### src/rtl/sram_dual_port_arb.sv
// rtl/sram_dual_port_arb.sv - round-robin two-master arbiter for one single-port SRAM, with locked sequences
// Optional power-up zero sweep of the whole array when SRAM_ARB_INIT_CLEAR_EN is defined.
module sram_dual_port_arb #(
    parameter int AW       = 16,
    parameter int LOCK_MAX = 8
) (
    input  logic          CLK,
    input  logic          RST,
    input  logic          M0_REQ,
    input  logic [AW-1:0] M0_ADDR,
    input  logic [31:0]   M0_WDATA,
    input  logic [3:0]    M0_WREN,
    input  logic          M0_LOCK,
    output logic          M0_GNT,
    output logic          M0_RVALID,
    output logic [31:0]   M0_RDATA,
    input  logic          M1_REQ,
    input  logic [AW-1:0] M1_ADDR,
    input  logic [31:0]   M1_WDATA,
    input  logic [3:0]    M1_WREN,
    input  logic          M1_LOCK,
    output logic          M1_GNT,
    output logic          M1_RVALID,
    output logic [31:0]   M1_RDATA,
    output logic [AW-1:0] SRAM_ADDR,
    output logic [31:0]   SRAM_WDATA,
    output logic [3:0]    SRAM_WREN,
    output logic          SRAM_CS,
    input  logic [31:0]   SRAM_RDATA,
    output logic          INIT_DONE
);

`ifdef SRAM_ARB_INIT_CLEAR_EN
    typedef enum logic [1:0] {ST_ARB, ST_LOCK0, ST_LOCK1, ST_CLEAR} state_e;
    localparam state_e RESET_STATE = ST_CLEAR;
    logic [AW-1:0] clr_cnt_q, clr_cnt_d;
`else
    typedef enum logic [1:0] {ST_ARB, ST_LOCK0, ST_LOCK1} state_e;
    localparam state_e RESET_STATE = ST_ARB;
`endif

    localparam logic [7:0] LOCK_MAX_C = LOCK_MAX[7:0];

    state_e     state_q, state_d;
    logic       ptr_q, ptr_d;          // 1: M1 wins the next contention
    logic [7:0] lock_cnt_q, lock_cnt_d;
    logic       rv0_q, rv0_d;
    logic       rv1_q, rv1_d;
    logic       gnt0, gnt1, gnt_lock;

    always_comb begin
        state_d    = state_q;
        ptr_d      = ptr_q;
        lock_cnt_d = lock_cnt_q;
        gnt0       = 1'b0;
        gnt1       = 1'b0;
        case (state_q)
            ST_ARB: begin
                if (M0_REQ && (!M1_REQ || !ptr_q)) gnt0 = 1'b1;
                else if (M1_REQ)                   gnt1 = 1'b1;
            end
            ST_LOCK0: gnt0 = M0_REQ;
            ST_LOCK1: gnt1 = M1_REQ;
            default: ;
        endcase
        gnt0     = gnt0 & ~RST;
        gnt1     = gnt1 & ~RST;
        gnt_lock = gnt0 ? M0_LOCK : M1_LOCK;

        if (gnt0 || gnt1) begin
            ptr_d = gnt0;
            if (state_q == ST_ARB) begin
                if (gnt_lock && (LOCK_MAX > 1)) begin
                    state_d    = gnt0 ? ST_LOCK0 : ST_LOCK1;
                    lock_cnt_d = 8'd1;
                end
            end else begin
                lock_cnt_d = lock_cnt_q + 8'd1;
                // Forced release leaves ptr on the other master, so it wins next contention
                if (!gnt_lock || (lock_cnt_d == LOCK_MAX_C)) begin
                    state_d    = ST_ARB;
                    lock_cnt_d = 8'd0;
                end
            end
        end else if ((state_q == ST_LOCK0 && !M0_LOCK) || (state_q == ST_LOCK1 && !M1_LOCK)) begin
            state_d    = ST_ARB;
            lock_cnt_d = 8'd0;
        end

        rv0_d = gnt0 && (M0_WREN == 4'b0000);
        rv1_d = gnt1 && (M1_WREN == 4'b0000);

        SRAM_ADDR  = '0;
        SRAM_WDATA = 32'h0;
        SRAM_WREN  = 4'h0;
        SRAM_CS    = 1'b0;
        if (gnt0) begin
            SRAM_ADDR  = M0_ADDR;
            SRAM_WDATA = M0_WDATA;
            SRAM_WREN  = M0_WREN;
            SRAM_CS    = 1'b1;
        end else if (gnt1) begin
            SRAM_ADDR  = M1_ADDR;
            SRAM_WDATA = M1_WDATA;
            SRAM_WREN  = M1_WREN;
            SRAM_CS    = 1'b1;
        end

`ifdef SRAM_ARB_INIT_CLEAR_EN
        clr_cnt_d = clr_cnt_q;
        if (state_q == ST_CLEAR && !RST) begin
            SRAM_ADDR = clr_cnt_q;
            SRAM_WREN = 4'hF;
            SRAM_CS   = 1'b1;
            clr_cnt_d = clr_cnt_q + 1'b1;
            if (clr_cnt_q == '1) state_d = ST_ARB;
        end
        INIT_DONE = (state_q != ST_CLEAR);
`else
        INIT_DONE = 1'b1;
`endif
    end

    assign M0_GNT    = gnt0;
    assign M1_GNT    = gnt1;
    assign M0_RVALID = rv0_q & ~RST;
    assign M1_RVALID = rv1_q & ~RST;
    assign M0_RDATA  = M0_RVALID ? SRAM_RDATA : 32'h0;
    assign M1_RDATA  = M1_RVALID ? SRAM_RDATA : 32'h0;

    always_ff @(posedge CLK) begin
        if (RST) begin
            state_q    <= RESET_STATE;
            ptr_q      <= 1'b0;
            lock_cnt_q <= 8'd0;
            rv0_q      <= 1'b0;
            rv1_q      <= 1'b0;
`ifdef SRAM_ARB_INIT_CLEAR_EN
            clr_cnt_q  <= '0;
`endif
        end else begin
            state_q    <= state_d;
            ptr_q      <= ptr_d;
            lock_cnt_q <= lock_cnt_d;
            rv0_q      <= rv0_d;
            rv1_q      <= rv1_d;
`ifdef SRAM_ARB_INIT_CLEAR_EN
            clr_cnt_q  <= clr_cnt_d;
`endif
        end
    end

endmodule

### config.mk
export PLATFORM = sky130hd
export DESIGN_NAME = sram_dual_port_arb
export DESIGN_NICKNAME = d
export VERILOG_FILES = /design/src/rtl/sram_dual_port_arb.sv
export SDC_FILE = /design/constraint.sdc
export NUM_CORES = 1
export LEC_CHECK = 0
export BUFFER_PORTS_ARGS = -buffer_cell sky130_fd_sc_hd__buf_2
export CELL_PAD_IN_SITES_DETAIL_PLACEMENT = 1
export CELL_PAD_IN_SITES_GLOBAL_PLACEMENT = 1
export CORE_MARGIN = 8
export CORE_UTILIZATION = 17
export CTS_BUF_LIST = sky130_fd_sc_hd__clkbuf_8
export DETAILED_ROUTE_END_ITERATION = 10
export PLACE_DENSITY = 0.8
export SETUP_SLACK_MARGIN = 0.2
export SYNTH_ARGS = -nofsm -noshare
export SYNTH_HDL_FRONTEND = slang
export SYNTH_SLANG_ARGS = --single-unit
### constraint.sdc
create_clock -name CLK -period 1.75 [get_ports CLK]
set_input_delay 0.175 -clock CLK [delete_from_list [all_inputs] [get_ports CLK]]
set_output_delay 0.175 -clock CLK [all_outputs]
set_load 0.01 [all_outputs]
==> flow_summary.json, run 1 <==
{
  "finalSetupTns_ns": -2.00,
  "drt_drc_violations_left": 0,
  "synth.lib_cells_used.distinct": 46,
  "initial_core_util_pct": 17.3,
  "rsz0062_at_grt": "true",
  "cp.arrival_ns": 1.64,
  "postSynthNetCount": 395,
  "maximum_resistive_drop_on_vdd_uv": 143,
  "grt.met1_usage_pct": 16.2,
  "start_kind": "flop",
  "synth.largest_area_cell": "a22o_1",
  "most_common_cell_after_layout_fill_and_taps_aside": "buf_2",
  "grt_pass1_wl_mm": 18.4,
  "yosys-top-cells-area": "a22o_1, and2_1, dfxtp_1, nand3_1, clkbuf_1",
  "synth_largest_type_area_fraction_pct": 24.4,
  "synthFlopType": "dfxtp_1",
  "share_of_the_yosys_chip_area_belonging_to_registers_pct": 14.0,
  "vias_per_cell": 4.79,
  "final_layout_size_suffix_gt1_share_pct": 62.4,
  "run_status": "finished with violations",
  "cts.sink_count": 13,
  "htree_num_levels": 1,
  "route.antenna.remaining_nets": 0,
  "timing.final.ws_setup_ns": -0.0605,
  "p_leak_nw": 2.23,
  "die_width_um": 121,
  "pin_count": 264,
  "timing_worst_setup_path_type": "reg2out",
  "layoutNonFillerInstCount": 675,
  "cts-root-to-sink-buffers": 2,
  "final_cell_mix": "buf_2, and2_1, a22o_1",
  "stdcell_area_sq_um": 4100,
  "power_density_nw_per_um2": 364,
  "synthesis.yosys.warnings": 0,
  "final_report_hold_violation_count": 0,
  "io_buffers": 262,
  "clock_skew_ns": 0.00357,
  "ys_ff_latch": 13,
  "die_area_sq_um": 14600,
  "dp.final_hpwl_mm": 10.1,
  "antenna_found_initial": 0,
  "detailroute.via_count": 3230,
  "global_route.usage.met3_pct": 4.90,
  "synthArstFlopShare_pct": 0,
  "fill_cells": 1364,
  "timing.critical_path.fanout_max": 7,
  "core_area_sq_um": 10800,
  "final-setup-viol-count": 55,
  "grt_use_total_pct": 15.6,
  "synth_edf_count": 0,
  "cts_root_buffer": "clkbuf_8",
  "cp-end-kind": "primary output",
  "design.final.nets": 680,
  "placement.cell_area_sq_um": 3420,
  "synth.avg_cell_area_sq_um": 7.43,
  "violations": "setup timing",
  "tot_pwr_mw": 1.49,
  "period_share_pct": 103,
  "grt_start_max_net_pins": 34,
  "number_of_max_slew_violations_in_the_final_report": 0,
  "routed_wirelength_normalized_by_instance_count_um": 20.4,
  "period_needed_ns": 1.81,
  "gp_congestion": 0.825,
  "gr-usage-met2_pct": 29.7,
  "worst_skew_pair.late_latency_ns": 0.25,
  "die_span_in_y_um": 121,
  "min_path_type": "in2reg",
  "post_synth_instance_area_sq_um": 1860,
  "numPlacedInstances": 645,
  "maxCapViolations": 0,
  "synth_cells": 251,
  "detailedRoute.firstPassIterationCount": 4,
  "vias_in_the_first_global_route": 3475,
  "detail_route.wirelength_mm": 13.8,
  "syn2layout_area_growth_pct": 120,
  "n_antenna_cell": 0,
  "gr-total-overflow": 0,
  "required_ns": 1.57,
  "number_of_cell_rows": 38,
  "first_iter_violations": 113,
  "achievable_frequency_mhz": 552,
  "worst_setup_hold_path_clk_slew_ns": 0.06,
  "global_route.peak_usage_layer": "met2",
  "clock_tree_from_tritoncts": "done",
  "numCtsBuffers": 3
}
==> stage by stage <==
step	hold WS [ns]	worst slack [ns]	utilization (%)
after floorplan	0.328	0.142	-
after global placement	0.492	0.0574	31.7
after detailed placement	0.482	-0.0224	31.7
after CTS	0.220	-0.0320	34.3
after global routing	0.224	-0.139	38.0
final	0.204	-0.0605	38.0
==> synthesized netlist by cell type, drive strengths merged, types with 3 or more instances <==
master and number:
nand2 11, nand3 15, clkbuf 10, a21oi 7, dfxtp 13, buf 12
inv 4, nor3 4, nor2 10, nor2b 4, nand2b 5, o21ai 3
a22o 52, and2 67, a311oi 4
==> per-layer routing <==
metal  vias to the layer above  routed length (um)
li1                       1495                   -
met1                      1511                5030
met2                       199                7270
met3                        25                1230
met4                         0                 271
met5                         -                   0
==> final timing paths <==
path / from / end / slack, ns / depth (start not counted)
worst max-delay path: state_q[0] / SRAM_WDATA[18] / -0.06 / 6
worst max register to register: state_q[1] / state_q[1] / -0.05 / 6
worst min register to register: ptr_q / ptr_q / 0.54 / 1
worst min-delay path: M0_WREN[3] / rv0_q / 0.20 / 3
==> report_power, final <==
part           switching (mW)  internal, mW  total, mW
combinational           0.412         0.489      0.900
sequential             0.0141         0.306      0.320
clock                   0.115         0.155      0.270
total                   0.541         0.950       1.49
==> state kept, by name (all words and copies together) (netlist names) <==
name / cells
rv0_q: 1
rv1_q: 1
lock_cnt_q: 8
ptr_q: 1
state_q: 2
==> kinds of logic after synthesis <==
| kind of cell | synth area share, % |
|---|---|
| and+or+nand+nor | 40.3 |
| AOI/OAI and AO/OA | 37.4 |
| buffers and inverters | 6.31 |
| DFF | 14.0 |
| adders and majority gates | 1.34 |
| muxes | 0.537 |
| other | 0.201 |
==> area by class of cell <==
class                      instances  area [sq um]  share of cell area [%]
timing repair buffer             302          2000                    48.7
multi-input combinational        212          1590                    38.8
sequential                        13           269                    6.56
tap                              140           175                    4.27
clock buffer                       3          41.3                    1.01
inverter                           4          20.0                   0.488
clock inverter                     1          3.75                  0.0915
==> critical path, cell delays in order (launching register included) <==
cell,delay [ns]
dfxtp_4,0.35
nand3b_1,0.20
nand2_2,0.14
clkinv_4,0.14
clkbuf_16,0.19
a22o_1,0.24
buf_6,0.13
==> what timing repair did <==
action                                  4_1_cts  5_1_grt
buffers inserted                              8        4
gates resized for setup                      21       37
endpoints found under the setup margin       64       72
hold endpoints to repair                      0        0
pin swaps                                     6       28
gates cloned                                  3       11
hold buffers                                  0        0
(Power assumes the default switching activity.)
==> run 2: changes to the inputs <==
BUFFER_PORTS_ARGS = unset   (was -buffer_cell sky130_fd_sc_hd__buf_2)
CORE_AREA = 8 8 97 99   (was unset)
CORE_MARGIN = unset   (was 8)
CORE_UTILIZATION = unset   (was 17)
DIE_AREA = 0 0 105 107   (was unset)
DONT_BUFFER_PORTS = 1   (was unset)
PLACE_DENSITY = 0.57   (was 0.8)
==> run 2 against run 1 <==
Against the previous run: the flow still finishes with violations (setup timing); wire length shrank 6.8%; highest routed layer unchanged; worst hold slack lost 0.16 ns; die area shrank 23%.
==> flow_summary.json, run 2 (same netlist as run 1, synthesis figures left out) <==
{
  "most_common_cell_after_layout_fill_and_taps_aside": "and2_1",
  "postLayoutCoreUtil_pct": 42.0,
  "vias_in_the_first_global_route": 2427,
  "regToRegSetupSlack_ns": -0.02,
  "timing_worst_setup_path_type": "reg2reg",
  "numCtsBuffers": 3,
  "n_antenna_cell": 0,
  "number_of_cell_rows": 33,
  "critical-path-slowest-cell": "or3b_4",
  "min_path_cells": 1,
  "min-delay-start": "RST",
  "placement.cell_area_sq_um": 2090,
  "grt_start_max_net_pins": 34,
  "run_status": "finished with violations",
  "violations": "setup timing",
  "critPathBufInv": 1,
  "whs_endpoint": "lock_cnt_q[0]",
  "r2r-end": "lock_cnt_q[1]",
  "design.final.nets": 431,
  "die_area_sq_um": 11200,
  "p_leak_nw": 1.39,
  "stdcell_area_sq_um": 3330,
  "final_layout_size_suffix_gt1_share_pct": 49.3,
  "numPlacedInstances": 351,
  "cp.arrival_ns": 1.89,
  "timing.final.ws_setup_ns": -0.0150,
  "maximum_resistive_drop_on_vdd_uv": 200,
  "routed_wirelength_normalized_by_instance_count_um": 32.9,
  "gp_congestion": 0.832,
  "die_width_um": 105,
  "worst_skew_pair.late_latency_ns": 0.24,
  "rsz0062_at_grt": "true",
  "clock_skew_ns": 0.00382,
  "timing.critical_path.cells": "or3b_4 > o21ai_4 > o311ai_4 > a22oi_4 > buf_4 > a211oi_2",
  "power_density_nw_per_um2": 425,
  "grt_use_total_pct": 20.1,
  "fill_cells": 886,
  "cts-root-to-sink-buffers": 2,
  "largest-register": "lock_cnt_q",
  "required_ns": 1.87,
  "min_path_type": "in2reg",
  "first_iter_violations": 96,
  "achievable_frequency_mhz": 567,
  "maxCapViolations": 0,
  "htree_num_levels": 1,
  "detail_route.wirelength_mm": 12.9,
  "cts.sink_count": 13,
  "start_kind": "flop",
  "antenna_found_initial": 0,
  "clock_tree_from_tritoncts": "done",
  "route.antenna.remaining_nets": 0,
  "final_cell_mix": "and2_1, a22o_4, buf_4",
  "final_report_hold_violation_count": 0,
  "io_buffers": 0,
  "finalSetupTns_ns": -0.0150,
  "critPathMaxStageDelay_ns": 0.40,
  "cts_root_buffer": "clkbuf_8",
  "r2r.worst_path.cells": 6,
  "drt_drc_violations_left": 0,
  "number_of_max_slew_violations_in_the_final_report": 0,
  "detailroute.via_count": 2264,
  "hold-worst-slack_ns": 0.0418,
  "initial_core_util_pct": 23.5,
  "dp.final_hpwl_mm": 8.97,
  "worst_setup_hold_path_clk_slew_ns": 0.06,
  "die_span_in_y_um": 107,
  "period_share_pct": 101,
  "worstReg2RegStart": "state_q[1]",
  "pin_count": 264,
  "layoutNonFillerInstCount": 391,
  "detailedRoute.firstPassIterationCount": 4,
  "grt_pass1_wl_mm": 17.4,
  "vias_per_cell": 5.79,
  "gr-total-overflow": 0,
  "flip_flop_count_of_the_largest_register_all_copies_and_words_added": 8,
  "layout_top_registers": "lock_cnt_q (8), state_q (2)",
  "path_delay_family": "compound AO/OA/AOI/OAI gates",
  "cp-end-kind": "flop",
  "core_area_sq_um": 7930,
  "timing.critical_path.fanout_max": 7,
  "syn2layout_area_growth_pct": 78.6,
  "final-setup-viol-count": 1,
  "period_needed_ns": 1.77
}
## run 2: repair_timing
| item | 4_1_cts | 5_1_grt |
|---|---|---|
| buffers inserted | 13 | 7 |
| setup endpoints to repair | 63 | 64 |
| pin swaps | 23 | 46 |
| cloned | 9 | 6 |
| resized for setup | 98 | 12 |
| endpoints found under the hold margin | 7 | 0 |
| hold buffers | 1 | 0 |
## run 2: how the worst max path moves through the flow
stage	startpoint	to	slack [ns]	cells past startpoint
2_1_floorplan	state_q[1]	state_q[1]	0.14	5
3_3_place_gp	state_q[1]	state_q[1]	0.02	5
3_5_place_dp	state_q[1]	state_q[1]	0.02	5
4_1_cts	state_q[1]	SRAM_WREN[0]	-0.006	6
5_1_grt	state_q[1]	state_q[1]	-0.08	5
6_report	state_q[1]	lock_cnt_q[1]	-0.02	6
## run 2: per-layer routing
layer	global-route usage [%]	part of all wire, %	routed length (um)	up-vias
met5	0	0	0	-
met4	3.26	0.77	99	0
met3	9.36	11	1450	6
met2	36.7	53	6790	159
met1	21.0	35	4520	1096
li1	-	-	-	1003
## run 2: cell type report
class	instances	area [sq um]	area share [%]
flip-flops and latches	13	269	8.08
clock buffers	3	41.3	1.24
multi-input cells	212	2090	62.7
well taps	105	131	3.95
repair inverters	1	8.76	0.263
repair buffers	52	759	22.8
inverters	4	27.5	0.827
clock inverters	1	3.75	0.113
## run 2: through the flow
stage	setup WS, ns	power [mW]
floorplan	0.142	0.639
global placement	0.0248	0.740
detailed placement	0.0197	0.744
CTS	-0.00630	1.35
global route	-0.0808	1.48
finish	-0.0150	1.41
## run 2: power by group
group / switching (mW) / internal [mW]
Combinational: 0.376 / 0.443
Sequential: 0.0143 / 0.306
Clock: 0.119 / 0.155
==> run 3: changes to the inputs <==
ABC_AREA = 1   (was unset)
PLACE_DENSITY = 0.58   (was 0.57)
==> run 3 against run 2 <==
Against the previous run: the flow now finishes without violations; global-route usage fell by 0.50 points; first-iteration DRC count down 5.2%; sequential share of layout area up 1.2 points; critical path depth did not move; sequential power rose by 52%; register-to-register slack gained 0.16 ns; largest power group unchanged.
==> flow_summary.json, run 3 <==
{
  "run_status": "finished clean",
  "gp_congestion": 0.808,
  "antenna_found_initial": 0,
  "final-setup-viol-count": 0,
  "design.final.nets": 477,
  "regToRegSetupSlack_ns": 0.14,
  "timing_worst_setup_path_type": "reg2out",
  "min_path_cells": 1,
  "pin_count": 264,
  "synth.largest_area_cell": "a22o_1",
  "cts_root_buffer": "clkbuf_8",
  "grt_use_total_pct": 19.6,
  "routed_wirelength_normalized_by_instance_count_um": 28.0,
  "first_iter_violations": 91,
  "largest-register": "lock_cnt_q",
  "postSynthNetCount": 450,
  "power_density_nw_per_um2": 817,
  "timing.critical_path.fanout_max": 12,
  "clockPowerShare_pct": 11.6,
  "clock_skew_ns": 0.00642,
  "final_report_hold_violation_count": 0,
  "final_layout_size_suffix_gt1_share_pct": 40.1,
  "drt_drc_violations_left": 0,
  "p_switching_mw": 1.11,
  "grt_pass1_wl_mm": 17.1,
  "cp-startpoint": "ptr_q",
  "most_common_cell_after_layout_fill_and_taps_aside": "nor2_1",
  "power_switching_share_pct": 46.7,
  "cts.sink_count": 13,
  "min-delay-start": "M0_WREN[1]",
  "ys_ff_latch": 13,
  "synthesis.yosys.warnings": 0,
  "n_antenna_cell": 0,
  "number_of_cell_rows": 33,
  "maxCapViolations": 0,
  "clock_tree_from_tritoncts": "done",
  "pwr-share-seq_pct": 20.4,
  "yosys-top-cells-area": "a22o_1, nor2_1, dfxtp_1, inv_1, nand2_1",
  "worstReg2RegStart": "state_q[0]",
  "numCtsBuffers": 3,
  "period_needed_ns": 1.67,
  "stdcell_area_sq_um": 2910,
  "detail_route.wirelength_mm": 12.2,
  "htree_num_levels": 1,
  "share_of_the_yosys_chip_area_belonging_to_registers_pct": 14.1,
  "detailedRoute.firstPassIterationCount": 4,
  "die_width_um": 105,
  "min_path_type": "in2reg",
  "achievable_frequency_mhz": 599,
  "cp.arrival_ns": 1.50,
  "cp-end-kind": "primary output",
  "layout_top_registers": "lock_cnt_q (8), state_q (2)",
  "dp.final_hpwl_mm": 9.26,
  "io_buffers": 0,
  "int_power_mw": 1.27,
  "worst_skew_pair.late_latency_ns": 0.25,
  "period_share_pct": 95.5,
  "yosysMostFrequentCell": "nor2_1",
  "p_leak_nw": 1.49,
  "die_span_in_y_um": 107,
  "r2r-end": "state_q[0]",
  "initial_core_util_pct": 23.2,
  "vias_per_cell": 5.34,
  "finalSetupTns_ns": 0,
  "placement.cell_area_sq_um": 2060,
  "syn2layout_area_growth_pct": 57.9,
  "start_kind": "flop",
  "required_ns": 1.57,
  "worst_setup_hold_path_clk_slew_ns": 0.06,
  "synthFlopType": "dfxtp_1",
  "whs_endpoint": "rv0_q",
  "grt_start_max_net_pins": 34,
  "detailroute.via_count": 2332,
  "number_of_max_slew_violations_in_the_final_report": 0,
  "synth_edf_count": 0,
  "synth_largest_type_area_fraction_pct": 22.8,
  "r2r.worst_path.cells": 13,
  "final_cell_mix": "nor2_1, inv_1, a22o_4",
  "synth.avg_cell_area_sq_um": 6.02,
  "core_area_sq_um": 7930,
  "share_comb_of_total_power_pct": 68.0,
  "route.antenna.remaining_nets": 0,
  "maximum_resistive_drop_on_vdd_uv": 435,
  "rsz0062_at_grt": "true",
  "synth.lib_cells_used.distinct": 37,
  "gr-total-overflow": 0,
  "die_area_sq_um": 11200,
  "post_synth_instance_area_sq_um": 1840,
  "ys_top_cells_by_count": "nor2_1, a22o_1, inv_1, nand2_1, dfxtp_1",
  "cts-root-to-sink-buffers": 2,
  "vias_in_the_first_global_route": 2549,
  "synthArstFlopShare_pct": 0,
  "flip_flop_count_of_the_largest_register_all_copies_and_words_added": 8,
  "synth_cells": 306
}
-- run 3: critical path, cell delays in order, from the launching register on --
cell and delay [ns]:
dfxtp_1 0.34, inv_1 0.10, nand3_2 0.10, nand2_4 0.11, clkinv_4 0.12, clkbuf_16 0.21, a22o_4 0.25
-- run 3: layout make-up --
cell class	instances	area [sq um]
clock buffer	3	41.3
clock inverter	1	3.75
fill	950	5020
inverter	53	221
multi-input combinational	222	1760
sequential	13	269
tap	105	131
timing repair buffer	40	483
-- run 3: how the worst max path moves through the flow --
stage	to	slack, ns
detailed placement	state_q[0]	0.11
global placement	lock_cnt_q[5]	0.19
floorplan	state_q[1]	0.24
finish	SRAM_WDATA[14]	0.08
CTS	SRAM_WDATA[20]	0.09
global route	lock_cnt_q[5]	0.04
-- run 3: layer usage --
layer	vias to the layer above	global-route usage [%]	wire length (um)	part of all wire (%)
met3	9	7.80	1330	11
met5	-	0	0	0
met1	1096	22.7	4800	39
li1	1050	-	-	-
met4	0	3.67	133	1.1
met2	177	33.7	5960	49
-- run 3: kinds of logic after synthesis --
| group | synth area share [%] |
|---|---|
| fa+ha+maj | 1.36 |
| other cells | 0.203 |
| buf+inv | 16.0 |
| compound gates | 28.2 |
| simple gates | 40.1 |
| flops | 14.1 |
-- run 3: metrics by stage --
step	hold slack [ns]	util (%)	total power, mW	instances	worst slack [ns]
CTS	0.00250	35.5	2.29	434	0.0923
global route	0.00155	36.7	2.53	437	0.0414
finish	0.00824	36.7	2.38	437	0.0794
detailed placement	0.248	26.0	1.56	413	0.105
global placement	0.246	26.0	1.55	413	0.188
floorplan	0.251	-	1.29	306	0.245
-- run 3: power groups by stage --
stage / Combinational (mW) / Clock [mW] / Sequential [mW]
after floorplan: 0.839 / 0 / 0.454
after global placement: 1.08 / 0 / 0.471
after detailed placement: 1.09 / 0 / 0.471
after CTS: 1.53 / 0.281 / 0.477
after global routing: 1.74 / 0.298 / 0.497
final: 1.62 / 0.275 / 0.485
-- run 3: timing repair --
action,CTS,global route
pin swaps,8,6
gates cloned,5,2
endpoints found under the hold margin,4,0
hold buffers,1,0
setup buffers,11,1
gates resized for setup,78,9
endpoints found under the setup margin,59,62
